**src/rtl/mdu_div_seq_pkg.sv**
```systemverilog
// Shared definitions for the sequential M-extension divider: op codes (shared with the alu),
// FSM state encoding and the per-operation control captured on accept.
package mdu_div_seq_pkg;

   localparam int XLEN_DEF = 32;

   localparam logic [4:0] ALU_DIV  = 5'b01100;
   localparam logic [4:0] ALU_DIVU = 5'b01101;
   localparam logic [4:0] ALU_REM  = 5'b01110;
   localparam logic [4:0] ALU_REMU = 5'b01111;

   typedef enum logic [1:0] {
      IDLE = 2'd0,
      CALC = 2'd1,
      DONE = 2'd2
   } div_state_t;

   // Everything about the op that is still needed after the operands are made positive
   typedef struct packed {
      logic is_rem;
      logic neg_q;
      logic neg_r;
   } div_op_t;

endpackage

```
**src/rtl/mdu_div_seq_div_step.sv**
```systemverilog
// One restoring division iteration: shift {rem,quo} left, trial-subtract the divisor.
module div_step #(
   parameter int XLEN = 32
) (
   input  logic [XLEN-1:0] rem,
   input  logic [XLEN-1:0] quo,
   input  logic [XLEN-1:0] divisor,
   output logic [XLEN-1:0] rem_nxt,
   output logic [XLEN-1:0] quo_nxt
);

   // One extra bit: rem < divisor can still exceed 2^(XLEN-1), so the shift may carry out
   logic [XLEN:0] sh;
   logic [XLEN:0] diff;
   logic          ge;

   assign sh      = {rem, quo[XLEN-1]};
   assign diff    = sh - {1'b0, divisor};
   assign ge      = ~diff[XLEN];
   assign rem_nxt = ge ? diff[XLEN-1:0] : sh[XLEN-1:0];
   assign quo_nxt = {quo[XLEN-2:0], ge};

endmodule

```
**src/rtl/mdu_div_seq.sv**
```systemverilog
// Iterative radix-2 restoring divider (DIV/DIVU/REM/REMU) with valid/ready in and out.
// Optional MDU_DIV_KILL_EN adds a kill input that abandons an in-flight op.
module mdu_div_seq
   import mdu_div_seq_pkg::*;
#(
   parameter int XLEN  = XLEN_DEF,
   parameter int CNT_W = 6
) (
   input  logic            clk,
   input  logic            reset,
   input  logic            in_valid,
   output logic            in_ready,
   input  logic [XLEN-1:0] data1,
   input  logic [XLEN-1:0] data2,
   input  logic [4:0]      select,
   output logic            out_valid,
   input  logic            out_ready,
   output logic [XLEN-1:0] result,
   output logic            busy
`ifdef MDU_DIV_KILL_EN
   ,
   input  logic            kill
`endif
);

   div_state_t      state, state_nxt;
   logic [CNT_W-1:0] cnt;
   logic [XLEN-1:0] rem_q, quo_q, dvsr_q;
   logic [XLEN-1:0] rem_nxt, quo_nxt;
   logic [XLEN-1:0] rem_fix, quo_fix;
   div_op_t         op_q, op_d;

   logic            is_sgn, div0, ovf, special, accept, last, kill_w;
   logic [XLEN-1:0] abs1, abs2, special_res;
   logic            unused_sel;

`ifdef MDU_DIV_KILL_EN
   assign kill_w = kill;
`else
   assign kill_w = 1'b0;
`endif

   // Only SELECT[1:0] decides the op; the upper bits are the shared alu prefix
   assign unused_sel = ^select[4:2];
   assign is_sgn     = ~select[0];
   assign op_d.is_rem = select[1];
   assign op_d.neg_q  = is_sgn & (data1[XLEN-1] ^ data2[XLEN-1]);
   assign op_d.neg_r  = is_sgn & data1[XLEN-1];

   assign abs1 = (is_sgn && data1[XLEN-1]) ? -data1 : data1;
   assign abs2 = (is_sgn && data2[XLEN-1]) ? -data2 : data2;

   assign div0    = (data2 == '0);
   assign ovf     = is_sgn && (data1 == {1'b1, {(XLEN-1){1'b0}}}) && (data2 == '1);
   assign special = div0 | ovf;
   assign special_res = div0 ? (op_d.is_rem ? data1 : '1)
                             : (op_d.is_rem ? '0 : {1'b1, {(XLEN-1){1'b0}}});

   assign accept = in_valid && (state == IDLE);
   assign last   = (state == CALC) && (cnt == CNT_W'(XLEN-1));

   div_step #(.XLEN(XLEN)) u_step (
      .rem     (rem_q),
      .quo     (quo_q),
      .divisor (dvsr_q),
      .rem_nxt (rem_nxt),
      .quo_nxt (quo_nxt)
   );

   assign quo_fix = op_q.neg_q ? -quo_nxt : quo_nxt;
   assign rem_fix = op_q.neg_r ? -rem_nxt : rem_nxt;

   always_comb begin
      state_nxt = state;
      case (state)
         IDLE:    if (in_valid) state_nxt = special ? DONE : CALC;
         CALC:    if (last)      state_nxt = DONE;
         DONE:    if (out_ready) state_nxt = IDLE;
         default: state_nxt = IDLE;
      endcase
      if (kill_w && (state != IDLE)) state_nxt = IDLE;
   end

   always_ff @(posedge clk) begin
      if (reset) state <= IDLE;
      else       state <= state_nxt;
   end

   always_ff @(posedge clk) begin
      if (reset) begin
         cnt    <= '0;
         rem_q  <= '0;
         quo_q  <= '0;
         dvsr_q <= '0;
         op_q   <= '0;
         result <= '0;
      end else if (accept) begin
         cnt    <= '0;
         rem_q  <= '0;
         quo_q  <= abs1;
         dvsr_q <= abs2;
         op_q   <= op_d;
         if (special) result <= special_res;
      end else if (state == CALC) begin
         rem_q <= rem_nxt;
         quo_q <= quo_nxt;
         cnt   <= cnt + CNT_W'(1);
         if (last) result <= op_q.is_rem ? rem_fix : quo_fix;
      end
   end

   assign in_ready  = (state == IDLE);
   assign out_valid = (state == DONE);
   assign busy      = (state != IDLE);

endmodule

```
**config.mk**
```make
export PLATFORM = sky130hd
export DESIGN_NAME = mdu_div_seq
export DESIGN_NICKNAME = d
export VERILOG_FILES = /design/src/rtl/mdu_div_seq_pkg.sv /design/src/rtl/mdu_div_seq_div_step.sv /design/src/rtl/mdu_div_seq.sv
export SDC_FILE = /design/constraint.sdc
export NUM_CORES = 1
export LEC_CHECK = 0
export ABC_AREA = 1
export ABC_CLOCK_PERIOD_IN_PS = 3900
export CAP_MARGIN = 20
export CORE_UTILIZATION = 44
export DETAILED_ROUTE_END_ITERATION = 6
export MAX_ROUTING_LAYER = met4
export PLACE_DENSITY = 0.75
export SLEW_MARGIN = 20
export SYNTH_ARGS = -nofsm -noshare
export SYNTH_HDL_FRONTEND = slang
export SYNTH_SLANG_ARGS = --single-unit
```
**constraint.sdc**
```tcl
create_clock -name clk -period 3.9 [get_ports clk]
set_input_delay 1.17 -clock clk [delete_from_list [all_inputs] [get_ports clk]]
set_output_delay 1.17 -clock clk [all_outputs]
set_load 0.01 [all_outputs]
```
==> results of run 1 <==
synthesized netlist by cell type, types with 20 or more instances:
cell type	n
sky130_fd_sc_hd__a21oi_1	154
sky130_fd_sc_hd__a22oi_1	22
sky130_fd_sc_hd__clkbuf_1	56
sky130_fd_sc_hd__dfxtp_1	139
sky130_fd_sc_hd__ha_1	38
sky130_fd_sc_hd__inv_1	315
sky130_fd_sc_hd__nand2_1	519
sky130_fd_sc_hd__nand2_2	25
sky130_fd_sc_hd__nand3_1	132
sky130_fd_sc_hd__nand4_1	21
sky130_fd_sc_hd__nor2_1	191
sky130_fd_sc_hd__nor3_1	50
sky130_fd_sc_hd__o21ai_0	157
sky130_fd_sc_hd__o21ai_1	20
sky130_fd_sc_hd__o22ai_1	34
power by group:
part,switching [uW],internal (uW)
Clock,831,876
Combinational,3530,1970
Sequential,168,1590
Total,4530,4440
cell type report:
cell class / instances / share of cell area [%]
Timing Repair Buffer: 272 / 15.13
Clock inverter: 15 / 1.195
Multi-Input combinational cell: 1553 / 52.73
Inverter: 321 / 7.700
Sequential cell: 139 / 17.61
Clock buffer: 17 / 2.691
Tap cell: 372 / 2.944
per-stage QoR:
step / hold slack [ns] / cells / TNS (ns) / setup slack, ns
floorplan: 0.4222 / 2091 / 0 / 0.01924
global placement: 0.4374 / 2637 / -15.46 / -0.4887
detailed placement: 0.4567 / 2637 / -18.86 / -0.5955
CTS: 0.4688 / 2670 / 0 / 0.02936
global route: 0.4922 / 2689 / -0.6420 / -0.1603
finish: 0.4693 / 2689 / 0 / 0.08441
sequential cells by signal (all words and copies together) (netlist names):
signal	cells
cnt	6
dvsr_q	32
op_q	3
quo_q	32
rem_q	32
result	32
state	2
layout by cell type, fill, tap and decap left out, types with 5 or more instances in the layout:
cell / Yosys / layout
sky130_fd_sc_hd__nand2_2: 25 / 32
sky130_fd_sc_hd__nand3_2: 4 / 9
sky130_fd_sc_hd__ha_1: 38 / 32
sky130_fd_sc_hd__nor2_2: 8 / 18
sky130_fd_sc_hd__o21ai_0: 157 / 150
sky130_fd_sc_hd__o22ai_1: 34 / 34
sky130_fd_sc_hd__buf_4: 4 / 161
sky130_fd_sc_hd__nor4_1: 11 / 10
sky130_fd_sc_hd__or2_2: 6 / 6
sky130_fd_sc_hd__a31oi_1: 10 / 9
sky130_fd_sc_hd__clkinv_8: 0 / 5
sky130_fd_sc_hd__a32o_1: 6 / 6
sky130_fd_sc_hd__o21ai_1: 20 / 23
sky130_fd_sc_hd__nor3_4: 0 / 5
sky130_fd_sc_hd__o211ai_1: 16 / 16
sky130_fd_sc_hd__inv_1: 315 / 300
sky130_fd_sc_hd__dfxtp_1: 139 / 138
sky130_fd_sc_hd__o21ai_2: 9 / 12
sky130_fd_sc_hd__a22oi_1: 22 / 22
sky130_fd_sc_hd__clkdlybuf4s50_1: 0 / 100
sky130_fd_sc_hd__xnor2_1: 8 / 8
sky130_fd_sc_hd__a21oi_1: 154 / 150
sky130_fd_sc_hd__nand3b_1: 11 / 11
sky130_fd_sc_hd__nand3_1: 132 / 124
sky130_fd_sc_hd__nand4_1: 21 / 21
sky130_fd_sc_hd__a21oi_2: 5 / 9
sky130_fd_sc_hd__nand2_4: 11 / 16
sky130_fd_sc_hd__nor2_1: 191 / 178
sky130_fd_sc_hd__o32ai_1: 14 / 14
sky130_fd_sc_hd__inv_2: 4 / 16
sky130_fd_sc_hd__nor2_4: 3 / 6
sky130_fd_sc_hd__nor3_1: 50 / 47
sky130_fd_sc_hd__clkbuf_16: 0 / 19
sky130_fd_sc_hd__inv_8: 0 / 5
sky130_fd_sc_hd__xor2_1: 16 / 16
sky130_fd_sc_hd__nand2_1: 519 / 508
sky130_fd_sc_hd__o21bai_1: 13 / 13
kinds of logic after synthesis:
logic type / count (synthesis) / share of synthesized area (%)
flip-flops: 139 / 22.52
adder cells (fa/ha/maj): 39 / 4.009
XOR/XNOR: 24 / 1.701
AND/OR/NAND/NOR: 1008 / 36.00
AO/OA/AOI/OAI: 480 / 22.75
buffers and inverters: 401 / 13.02
critical path: cells and delay by family (launching register included):
kind	cells	cell delay, ns
and+or+nand+nor	17	1.55
AOI/OAI and AO/OA	6	0.77
adders and majority gates	3	0.66
buffers and inverters	5	0.39
DFF	1	0.35
path summary, 6_finish.rpt:
kind                          start                      end  slack (ns)  cells after the start
max reg2reg  quo_q[31]$_SDFFE_PP0P_  result[30]$_SDFFE_PP0P_        0.08                     31
max          quo_q[31]$_SDFFE_PP0P_  result[30]$_SDFFE_PP0P_        0.08                     31
min reg2reg     cnt[2]$_SDFFE_PP0P_      cnt[2]$_SDFFE_PP0P_        0.47                      2
min             cnt[2]$_SDFFE_PP0P_      cnt[2]$_SDFFE_PP0P_        0.47                      2
timing repair:
item | in CTS | in global routing
pin swaps | 2 | 30
buffers inserted | 1 | 15
resized for setup | 9 | 89
cloned | 0 | 4
endpoints found under the setup margin | 31 | 39
metal layers:
layer / vias to the layer above / track usage (%) / wire length, microns
li1: 7338 / - / -
met5: - / - / 0
met3: 91 / 5.877 / 4735
met4: 0 / 11.16 / 1410
met2: 765 / 50.04 / 20820
met1: 6989 / 45.01 / 20870
==> results.txt, run 1 <==
For the buffer levels on the longest clock path, the log shows 2. Of all cell types, the one taking the most synthesized area is sky130_fd_sc_hd__dfxtp_1. In this run the horizontal extent of the chip is 169.6 microns. IR analysis of the VDD net gives a maximum drop of 354.8 uV. The worst hold-check path type was reg -> reg. Number of routed nets with antenna violations: 0. Dividing total power by cell area gives a power density of 567.3 nW/um^2. The share of the Yosys chip area taken by registers is 22.52%. The die footprint was 28760 sq um; the synthesized area divided by synthesized cell count was 5.910 sq um. The number of storage elements in the synthesis netlist works out to 139. The region available for standard cell placement spans 27250 sq um.

After detailed routing, the number of vias per cell comes to 5.646. Total iterations of the first detailed-routing run: 6. The clock net in this run drives a total of 139 sinks. The fraction of layout cells with a size suffix above 1 works out to 15.54%. For the worst slew margin relative to its limit, the log shows 29.15%.

The sequential cells in the finished layout cover a total of 2784 sq um. The actual transition at the worst max-transition pin is 1.062 ns. The count of routing violations after the opening detailed-route iteration is 1917.

Once detailed placement completed, the half-perimeter wirelength came to 37120 microns. The finished cells cover 15810 sq um. The run gives 2416 as the number of nets in the layout. The share of the clock period used by the worst path after layout was 97.84%.

The Yosys step of the flow raised 0 warnings. Summed over its instances, the top area cell type makes up 22.52% of the synthesized netlist area. The I/O pin count was 108; the vertical die dimension was 169.6 microns.

The tools report the maximum clock frequency as 0.2621 GHz. Count of distinct cell types in the synthesized netlist: 62. After global routing the overflow that remains totals 0. Summing all placed instances gives a cell area of 14660 sq um. By area the synthesized netlist is led by sky130_fd_sc_hd__dfxtp_1 (23%), sky130_fd_sc_hd__nand2_1 (16%), sky130_fd_sc_hd__inv_1 (9.6%).

The number of antenna violations at the first check in global routing is 0. Global routing used 33.38% of the available tracks across all layers. The logs give 13590 for the via count of the first global-routing pass and 0 for the count of pins over their slew limit. Post-synthesis async set-or-reset flop share: 0%. Summed over all cells, the static leakage comes to 0.007502 uW. The tree is rooted in a sky130_fd_sc_hd__clkbuf_16.

Among all stages on the critical path, the largest delay is contributed by sky130_fd_sc_hd__fa_2. The logs give 4.20 ns for the data arrival time of the critical path and 0 for the count of maximum capacitance violations. STA classifies the critical path endpoint as a register.

Setup violations remaining at the end of the flow were counted as 0. The tools report the final cell utilization of the core as 58.02%. The clock period could shrink to 3.816 ns. For the number of vias in the routed layout, the log shows 15180. The critical path in this run is classified as reg -> reg. In this run, post-CTS hold repair placed 0 buffers. The average detailed-routed wire length per instance was 17.79 microns.

Counting flops with a built-in enable in the synthesized netlist gives 0. The tools report the number of standard-cell rows in the floorplan as 60. The maximum single-stage delay on the critical path came out at 0.37 ns. Primary flip-flop cell chosen by synthesis mapping: sky130_fd_sc_hd__dfxtp_1. Summing internal, switching and leakage power gives 8970 uW. The number of port buffers was 104. The cell area after synthesis came out at 12360 sq um.

The run gives 0 as the final-report hold violation count. STA classifies the critical path startpoint as a register. The clock arrives with 0.01608 ns of skew. The run finished with clean final reports. Buffers inserted during clock tree synthesis total 17. At the later pin of the worst-skew pair, clock insertion delay measures 0.45 ns. Synthesis produced a netlist with a net count of 2203. The largest net degree at the start of global routing came out at 56. TritonCTS built the clock tree. The peak fanout along the critical path was 3; the number of design rule violations left after detail routing was 0. The signed area change from the synthesized netlist to the final layout works out to 27.94%. Setup repair after global routing could not meet its margin everywhere. Clock-pin slew was measured on the worst setup and hold paths at 0.08 ns.

The tools report the data required time at the worst endpoint as 4.28 ns. The run gives 0.9958 as the final weighted congestion of routability-driven global placement. The multi-input combinational cells in the finished layout cover a total of 8338 sq um.

The final layout contains routed wiring with a total length of 47840 microns. The logs give 72310 microns for the first-pass GRT wire length and 2679 for the filler cell count in the final layout. The initial utilization of the core area, before any placement, comes to 45.35%. The count of mapped cells out of synthesis is 2091, and the number of antenna repair diodes is 0.

The run gives 4 as the H-tree depth.
No activity file was read; power rests on OpenSTA's default activity.
==> run 2, diff against run 1 <==
ABC_AREA = unset   (was 1)
CORE_MARGIN = 2   (was unset)
PLACE_DENSITY = 0.76   (was 0.75)
==> run 2 against run 1 <==
Compared with the run above: the flow now finishes with violations (negative setup slack); global-route usage is 2.4 points lower; register-to-register slack worse by 0.61 ns; largest power group unchanged; count of clock-buffer cells in the layout grew 1; setup slack worse by 0.61 ns; design area increased by 0.12%; clock power fell by 4%; sequential share of layout area about the same; sequential cell count unchanged; critical path depth decreased by 8; highest routed layer unchanged.
==> results.txt, run 2 <==
The tools report the number of vias in the routed layout as 13140 (was 15180). The worst hold-check path type was reg -> reg (unchanged). The tools report the capturing point of the worst reg2reg path as result[24]$_SDFFE_PP0P_ (was result[30]$_SDFFE_PP0P_). The primary flip-flop cell chosen by synthesis mapping is sky130_fd_sc_hd__dfxtp_1 (unchanged). The number of standard-cell rows in the floorplan is 57 (was 60).

Most used standard cell by instance count after synthesis: sky130_fd_sc_hd__nand2_1 (unchanged). The tools report the number of design rule violations left after detail routing as 0 (unchanged). The number of cells in the finished layout apart from fillers came out at 2176 (was 2689). The tools report the H-tree depth as 4 (unchanged). The count of distinct cell types in the synthesized netlist was 83 (was 62); the largest net degree at the start of global routing was 82 (was 56). The run gives 8443 sq um (was 8338 sq um) as the footprint of the multi-input gates.

The tools report the cell at the root of the clock tree as sky130_fd_sc_hd__clkbuf_16 (unchanged). The count of mapped cells out of synthesis was 1511 (was 2091). Largest cells by area after synthesis: sky130_fd_sc_hd__dfxtp_1 (25%), sky130_fd_sc_hd__a21oi_1 (6.4%), sky130_fd_sc_hd__nand2_1 (5.9%) (was sky130_fd_sc_hd__dfxtp_1 (23%), sky130_fd_sc_hd__nand2_1 (16%), sky130_fd_sc_hd__inv_1 (9.6%)).

The tools report the register share of total power as 22.9% (was 19.6%). TritonCTS built the clock tree. The run gives -0.53 ns (was 0.08 ns) as the minimum setup slack among reg-to-reg paths. The via count normalized by instance count came out at 6.038 (was 5.646). The run gives 108 (unchanged) as the I/O pin count. Cell type of the slowest stage on the worst timing path: sky130_fd_sc_hd__dfxtp_2 (was sky130_fd_sc_hd__fa_2). The run gives 6 (unchanged) as the total iterations of the first detailed-routing run.

The tools report the end point of the critical path as result[24]$_SDFFE_PP0P_ (was result[30]$_SDFFE_PP0P_). The tools report the number of antenna violations at the first check in global routing as 0 (unchanged). The tools report the startpoint of the worst-slack reg-to-reg timing path as quo_q[31]$_SDFFE_PP0P_ (unchanged). The logs give 0 (unchanged) for the final-report hold violation count and 64.71% (was 58.02%) for the final cell utilization of the core.

Die footprint: 26400 sq um (was 28760 sq um). The type of destination of the critical path was a register (unchanged). The number of port buffers is 104 (unchanged), and the synthesized area divided by synthesized cell count is 7.313 sq um (was 5.910 sq um). The logs give 31.00% (was 33.38%) for the overall routing resource usage and 30550 microns (was 37120 microns) for the sum of net half-perimeters after detailed placement.

Clock-pin slew reported for the worst setup and hold paths after clock tree synthesis: 0.07 ns (was 0.08 ns). The register area share after synthesis is 25.18% (was 22.52%), and the share of the clock period used by the worst path after layout is 113.5% (was 97.84%). The instance count after placement with tap cells included was 2126 (was 2637); the filler cell count in the final layout was 1961 (was 2679). The count of pins over their slew limit was 0 (unchanged); the final wirelength was 41070 microns (was 47840 microns).

Top cell type's share of synthesized area: 25.18% (was 22.52%). Final setup skew: 0.01111 ns (was 0.01608 ns). The run gives 0.44 ns (was 0.45 ns) as the clock latency reported for the late side of the worst-skew pair.

The cell area power density works out to 452.3 nW/um^2 (was 567.3 nW/um^2). The average detailed-routed wire length per instance was 18.87 microns (was 17.79 microns); the number of buffers inserted during clock tree synthesis was 17 (unchanged). The count of routing violations after the opening detailed-route iteration is 1502 (was 1917), and the minimum setup slack in the final design is -0.5280 ns (was 0.08441 ns). Synth cell count leaders: sky130_fd_sc_hd__nand2_1 (175), sky130_fd_sc_hd__nor2_1 (167), sky130_fd_sc_hd__a21oi_1 (141), sky130_fd_sc_hd__dfxtp_1 (139), sky130_fd_sc_hd__o21ai_0 (91) (was sky130_fd_sc_hd__nand2_1 (519), sky130_fd_sc_hd__inv_1 (315), sky130_fd_sc_hd__nor2_1 (191), sky130_fd_sc_hd__o21ai_0 (157), sky130_fd_sc_hd__a21oi_1 (154)). Number of nets in the layout: 1951 (was 2416). The cell accounting for the most synthesized area was sky130_fd_sc_hd__dfxtp_1 (unchanged). The kind of start point of the critical path was a register (unchanged). For the number of antenna repair diodes, the log shows 0 (unchanged). For the remaining global-route overflow, the log shows 0 (unchanged). Power share of the combinational group: 54.1% (was 61.3%). The final reports fail on negative setup slack.

The run gives 0.9399 (was 0.9958) as the final weighted congestion of routability-driven global placement. The worst slew margin relative to its limit is 20.65% (was 29.15%), and the area of the core is 24460 sq um (was 27250 sq um). Via count of the first global-routing pass: 12460 (was 13590). The cts-stage hold buffer count was 0 (unchanged); the setup-violating endpoint count in the final report was 17 (was 0). The number of routed nets with antenna violations is 0 (unchanged). Maximum clock frequency: 0.2258 GHz (was 0.2621 GHz).

The most common cell after layout, fill and taps aside is sky130_fd_sc_hd__buf_4 (was sky130_fd_sc_hd__nand2_1). Data arrival time of the critical path: 4.80 ns (was 4.20 ns). The actual transition at the worst max-transition pin was 1.189 ns (was 1.062 ns).

The peak fanout along the critical path came out at 7 (was 3). The tools report the initial cell density of the core as 45.17% (was 45.35%). Kind of critical path: reg -> reg (unchanged). The net load switching power is 3006 uW (was 4532 uW), and the worst hold margin is 0.4386 ns (was 0.4693 ns).

The maximum single-stage delay on the critical path came out at 0.35 ns (was 0.37 ns). Buffer levels on the longest clock path: 2 (unchanged). The largest voltage drop on the vdd net is 367.6 uV (was 354.8 uV), and the static leakage is 0.006303 uW (was 0.007502 uW). The tools report the area taken by flip-flops and latches as 2794 sq um (was 2784 sq um).

Walking the worst path, the cells encountered are inv_2 > ha_4 > fa_2 > nand2b_4 > a21oi_4 > o2111a_1 > o211ai_2 > and4_4 > nor2_4 > inv_4 > buf_6 > a21oi_4 > ha_4 > nor2b_1 > o21ai_1 > or2_4 > nor3_4 > and3_4 > a31oi_4 > o31ai_4 > xor2_2 > a21oi_2 > o21ai_1. The number of storage elements in the synthesis netlist was 139 (unchanged); the signed area change from the synthesized netlist to the final layout was 43.27% (was 27.94%). The post-route minimum period came out at 4.428 ns (was 3.816 ns). The vertical die dimension is 162.5 microns (was 169.6 microns). The net count of the mapped netlist came out at 1623 (was 2203).

The post-synthesis async set-or-reset flop share works out to 0% (unchanged). The origin of the worst setup path was quo_q[31]$_SDFFE_PP0P_ (unchanged). The first-pass GRT wire length came out at 63700 microns (was 72310 microns). Top library cells by usage in the layout, fill and taps aside: sky130_fd_sc_hd__buf_4 (284), sky130_fd_sc_hd__nand2_1 (172), sky130_fd_sc_hd__nor2_1 (163), sky130_fd_sc_hd__dfxtp_1 (132), sky130_fd_sc_hd__a21oi_1 (129) (was sky130_fd_sc_hd__nand2_1 (508), sky130_fd_sc_hd__inv_1 (300), sky130_fd_sc_hd__nor2_1 (178), sky130_fd_sc_hd__buf_4 (161)). The cell area after synthesis was 11050 sq um (was 12360 sq um); the fraction of layout cells with a size suffix above 1 was 24.51% (was 15.54%). The relative contribution of the clock network to total power was 23.0% (was 19.0%); the width of the chip was 162.5 microns (was 169.6 microns). The flow ran to the end, but the final reports show violations. The data required time at the worst endpoint is 4.27 ns (was 4.28 ns). The internal power component is 4154 uW (was 4437 uW). Setup repair after global routing could not meet its margin everywhere.

The logs give 139 (unchanged) for the number of sinks driven by the clock tree and 0 (unchanged) for the count of synthesis-stage warnings from yosys. The count of maximum capacitance violations is 0 (unchanged), and the number of cells on the worst reg-to-reg path is 23 (was 31). The switching part of the total works out to 41.98% (was 50.53%).

The count of flip-flops with a built-in enable after synthesis was 0 (unchanged). The pre-CTS setup slack was -0.5469 ns (was -0.5955 ns).
[run 2: cell types whose count changed after synthesis, sizes merged, moves of 48 or more]
cell,change
xor2,+48
inv,-265
o21ai,-91
nand2,-380
a211oi,+52
nand3,-126
xnor2,+64
[run 2: logic make-up after synthesis]
family | synth area share [%]
DFF | 25.18
muxes | 2.548
adders and majority gates | 4.484
xor gates and xnor gates | 10.78
buffers and inverters | 5.311
and+or+nand+nor | 22.93
AOI/OAI and AO/OA | 28.76
[run 2: layer usage]
layer  vias up  track usage [%]  share of wire [%]
met5         -                -                  0
met4         0            14.64                4.7
met3       148            4.889                8.0
met2       653            49.17                 46
met1      6167            38.74                 41
li1       6171                -                  -
[run 2: power by group through the flow]
stage / clock network, uW / logic, uW / registers (uW)
final: 1650 / 3870 / 1640
after global routing: 1700 / 4130 / 1650
after CTS: 1650 / 3600 / 1630
after detailed placement: 0 / 3310 / 1660
after global placement: 0 / 3250 / 1650
after floorplan: 0 / 2050 / 1630
[run 2: layout make-up]
cell class / count / area share [%]
timing repair buffer: 402 / 21.47
sequential: 139 / 17.65
tap: 324 / 2.561
inverter: 55 / 1.320
clock inverter: 14 / 0.9485
clock buffer: 18 / 2.711
multi-input combinational: 1224 / 53.34
[run 2: worst min path at each step]
stage	from	to	slack (ns)	depth (start not counted)
after global routing	result[10]$_SDFFE_PP0P_	result[10]$_SDFFE_PP0P_	0.47	2
after detailed placement	result[10]$_SDFFE_PP0P_	result[10]$_SDFFE_PP0P_	0.43	2
after CTS	result[10]$_SDFFE_PP0P_	result[10]$_SDFFE_PP0P_	0.44	2
after global placement	result[5]$_SDFFE_PP0P_	result[5]$_SDFFE_PP0P_	0.43	2
after floorplan	dvsr_q[15]$_SDFFE_PP0P_	dvsr_q[15]$_SDFFE_PP0P_	0.43	2
final	result[10]$_SDFFE_PP0P_	result[10]$_SDFFE_PP0P_	0.44	2
[run 2: metrics by stage]
step	total power, uW	setup TNS [ns]	instance area [sq um]
finish	7161	-3.891	15830
global route	7475	-6.530	15830
CTS	6880	-2.441	15480
detailed placement	4975	-10.73	14450
global placement	4905	-9.828	14450
floorplan	3676	-3.300	11260
[run 2: what timing repair did]
action                                  CTS  global route
cloned                                    0             1
endpoints found under the setup margin   18            32
pin swaps                                43            41
gates resized for setup                  75            54
buffers inserted                         12            10
[run 2: critical path, delay by kind of cell, from the launching register on]
family	cells	cell delay, ns
XOR/XNOR	1	0.31
buffers and inverters	3	0.25
AO/OA/AOI/OAI	9	1.47
flip-flops	1	0.35
AND/OR/NAND/NOR	7	1.31
adder cells (fa/ha/maj)	3	0.66
==> run 3, diff against run 2 <==
SKIP_LAST_GASP = 1   (was unset)
==> run 3 against run 2 <==
Compared with the run above: the flow still finishes with violations (negative setup slack); setup slack better by 0.0083 ns; sequential cell count unchanged; first-iteration DRC count decreased by 5.4%; global-route usage about the same; non-clock buffer count up 2; via count is 1.0% higher; design area about the same; critical path depth unchanged; sequential power about the same; clock skew is 0.0016 ns higher; combinational power hardly changed; final cell count barely moved; critical path type unchanged; largest power group unchanged; highest routed layer unchanged.
==> results.txt, run 3 (same netlist as run 2, synthesis figures left out) <==
The H-tree depth came out at 4 (unchanged). The type of destination of the critical path was a register (unchanged). TritonCTS built the clock tree. The number of port buffers is 104 (unchanged).

The peak fanout along the critical path works out to 7 (unchanged). The post-route minimum period came out at 4.420 ns (was 4.428 ns). For the worst hold margin, the log shows 0.4386 ns (about the same). The signed area change from the synthesized netlist to the final layout was 43.28% (was 43.27%); the share of the clock period used by the worst path after layout was 113.3% (was 113.5%). The logs give 0 (unchanged) for the count of pins over their slew limit and 13280 (was 13140) for the number of vias in the routed layout. The first-pass GRT wire length came out at 63760 microns (was 63700 microns). The data arrival time of the critical path was 4.79 ns (was 4.80 ns); the clock-pin slew reported for the worst setup and hold paths after clock tree synthesis was 0.07 ns (about the same). The number of sinks driven by the clock tree is 139 (unchanged), and the cell area power density is 453.0 nW/um^2 (was 452.3 nW/um^2). The capturing point of the worst reg2reg path is result[24]$_SDFFE_PP0P_ (unchanged). The count of routing violations after the opening detailed-route iteration is 1421 (was 1502), and the fraction of layout cells with a size suffix above 1 is 24.70% (was 24.51%). The startpoint of the tightest hold check path is result[10]$_SDFFE_PP0P_ (unchanged).

I/O pin count: 108 (unchanged). Setup repair after global routing could not meet its margin everywhere. The data required time at the worst endpoint is 4.27 ns (about the same). The cell type of the slowest stage on the worst timing path was sky130_fd_sc_hd__dfxtp_2 (unchanged). The maximum clock frequency came out at 0.2263 GHz (was 0.2258 GHz). The run gives 17 (unchanged) as the setup-violating endpoint count in the final report.

Number of buffer and inverter stages on the critical path: 3 (unchanged). The tools report the kind of start point of the critical path as a register (unchanged). The most common cell after layout, fill and taps aside was sky130_fd_sc_hd__buf_4 (unchanged).

The run gives 57 (unchanged) as the number of standard-cell rows in the floorplan. The actual transition at the worst max-transition pin came out at 1.156 ns (was 1.189 ns). The logs give 30550 microns (unchanged) for the sum of net half-perimeters after detailed placement and 26400 sq um (unchanged) for the die footprint.

Failing checks: negative setup slack (unchanged). The number of cells on the worst hold path works out to 2 (unchanged). Ordered list of cells on the worst path: inv_2 > ha_4 > fa_2 > nand2b_4 > a21oi_4 > o2111a_1 > o211ai_2 > and4_4 > nor2_4 > inv_4 > buf_6 > a21oi_4 > ha_4 > nor2b_1 > o21ai_1 > or2_4 > nor3_4 > and3_4 > a31oi_4 > o31ai_4 > xor2_2 > a21oi_2 > o21ai_1 (unchanged). The final weighted congestion of routability-driven global placement was 0.9399 (unchanged). Static leakage: 0.006308 uW (was 0.006303 uW).

The logs give 82 (unchanged) for the largest net degree at the start of global routing and 0.01267 ns (was 0.01111 ns) for the final setup skew. The number of cells on the worst reg-to-reg path was 23 (unchanged). The clock latency reported for the late side of the worst-skew pair came out at 0.44 ns (about the same).

For the remaining global-route overflow, the log shows 0 (unchanged). Top library cells by usage in the layout, fill and taps aside: sky130_fd_sc_hd__buf_4 (287), sky130_fd_sc_hd__nand2_1 (172), sky130_fd_sc_hd__nor2_1 (163), sky130_fd_sc_hd__dfxtp_1 (132), sky130_fd_sc_hd__a21oi_1 (127) (was sky130_fd_sc_hd__buf_4 (284), sky130_fd_sc_hd__nand2_1 (172), sky130_fd_sc_hd__nor2_1 (163), sky130_fd_sc_hd__dfxtp_1 (132), sky130_fd_sc_hd__a21oi_1 (129)). The via count normalized by instance count was 6.096 (was 6.038); the number of antenna repair diodes was 0 (unchanged). The number of antenna violations at the first check in global routing is 0 (unchanged). The width of the chip works out to 162.5 microns (unchanged). Overall routing resource usage: 31.03% (was 31.00%). Average detailed-routed wire length per instance: 18.92 microns (was 18.87 microns). The buffer levels on the longest clock path is 2 (unchanged). The logs give 45.17% (unchanged) for the initial cell density of the core and -0.52 ns (was -0.53 ns) for the minimum setup slack among reg-to-reg paths. The number of buffers inserted during clock tree synthesis was 17 (unchanged). The maximum single-stage delay on the critical path came out at 0.35 ns (about the same). The run gives 370.9 uV (was 367.6 uV) as the largest voltage drop on the vdd net.

The number of routed nets with antenna violations is 0 (unchanged). Worst hold-check path type: reg -> reg (unchanged). The tools report the startpoint of the worst-slack reg-to-reg timing path as quo_q[31]$_SDFFE_PP0P_ (unchanged). The kind of critical path was reg -> reg (unchanged). The run gives 24460 sq um (unchanged) as the area of the core. The number of nets in the layout is 1953 (was 1951).

Number of design rule violations left after detail routing: 0 (unchanged). The logs give -0.5469 ns (unchanged) for the pre-CTS setup slack and 0 (unchanged) for the count of maximum capacitance violations. The tools report the worst-case hold path end point as result[10]$_SDFFE_PP0P_ (unchanged). The logs give 7 (was 6) for the total iterations of the first detailed-routing run and 22.84% (was 20.65%) for the worst slew margin relative to its limit. The cell at the root of the clock tree is sky130_fd_sc_hd__clkbuf_16 (unchanged).

The vertical die dimension was 162.5 microns (unchanged). The final-report hold violation count came out at 0 (unchanged). Family with the most delay on the worst path: compound AO/OA/AOI/OAI gates (unchanged). The count of cell instances traversed by the critical path was 23 (unchanged); the final wirelength was 41210 microns (was 41070 microns).

The minimum setup slack in the final design was -0.5197 ns (was -0.5280 ns). The run finished, with violations left. Via count of the first global-routing pass: 12470 (was 12460).
==> run 3: through the flow <==
| step | power, uW | instances | setup TNS [ns] | instance area [sq um] | utilization, % |
|---|---|---|---|---|---|
| floorplan | 3676 | 1511 | -3.300 | 11260 | - |
| global placement | 4905 | 2126 | -9.828 | 14450 | 59.05 |
| detailed placement | 4975 | 2126 | -10.73 | 14450 | 59.05 |
| CTS | 6872 | 2169 | -2.478 | 15460 | 63.22 |
| global route | 7479 | 2178 | -6.140 | 15830 | 64.72 |
| finish | 7171 | 2178 | -3.752 | 15830 | 64.72 |
==> run 3: routing by layer <==
layer	share of wire, %	vias to the layer above	track usage, %
li1	-	6163	-
met1	41	6268	38.75
met2	45	692	49.28
met3	8.3	153	4.864
met4	5.2	0	14.64
met5	0	-	-
==> run 3: how the worst max path moves through the flow <==
| stage | from | to | slack, ns |
|---|---|---|---|
| 2_1_floorplan | quo_q[31]$_SDFFE_PP0P_ | result[28]$_SDFFE_PP0P_ | -0.62 |
| 3_3_place_gp | quo_q[31]$_SDFFE_PP0P_ | result[28]$_SDFFE_PP0P_ | -0.48 |
| 3_5_place_dp | quo_q[31]$_SDFFE_PP0P_ | result[30]$_SDFFE_PP0P_ | -0.55 |
| 4_1_cts | quo_q[31]$_SDFFE_PP0P_ | result[28]$_SDFFE_PP0P_ | -0.39 |
| 5_1_grt | quo_q[31]$_SDFFE_PP0P_ | result[24]$_SDFFE_PP0P_ | -0.63 |
| 6_report | quo_q[31]$_SDFFE_PP0P_ | result[24]$_SDFFE_PP0P_ | -0.52 |
==> run 3: final cells by class <==
type | count | area (sq um)
inverters | 55 | 209.0
multi-input cells | 1224 | 8433
flip-flops and latches | 139 | 2794
fillers | 1947 | 8631
repair buffers | 404 | 3411
clock inverters | 14 | 150.1
clock buffers | 18 | 429.2
well taps | 324 | 405.4
==> run 3: power by group <==
part           switching [uW]  internal [uW]  leakage, uW  total, uW
logic                    2150           1730      0.00489       3880
registers                 118           1520      0.00114       1640
clock network             744            905     0.000283       1650
total                    3010           4160      0.00631       7170
==> run 3: timing repair <==
item,in CTS,in global routing
pin swaps,43,42
cloned,0,1
hold buffers,0,0
gates resized for setup,72,55
endpoints found under the setup margin,18,32
setup buffers,12,12
==> run 3: tightest hold or removal path: stages (launching register included) <==
cell and delay (ns):
sky130_fd_sc_hd__dfxtp_1 0.31, sky130_fd_sc_hd__nand2_1 0.05, sky130_fd_sc_hd__nand2_1 0.04
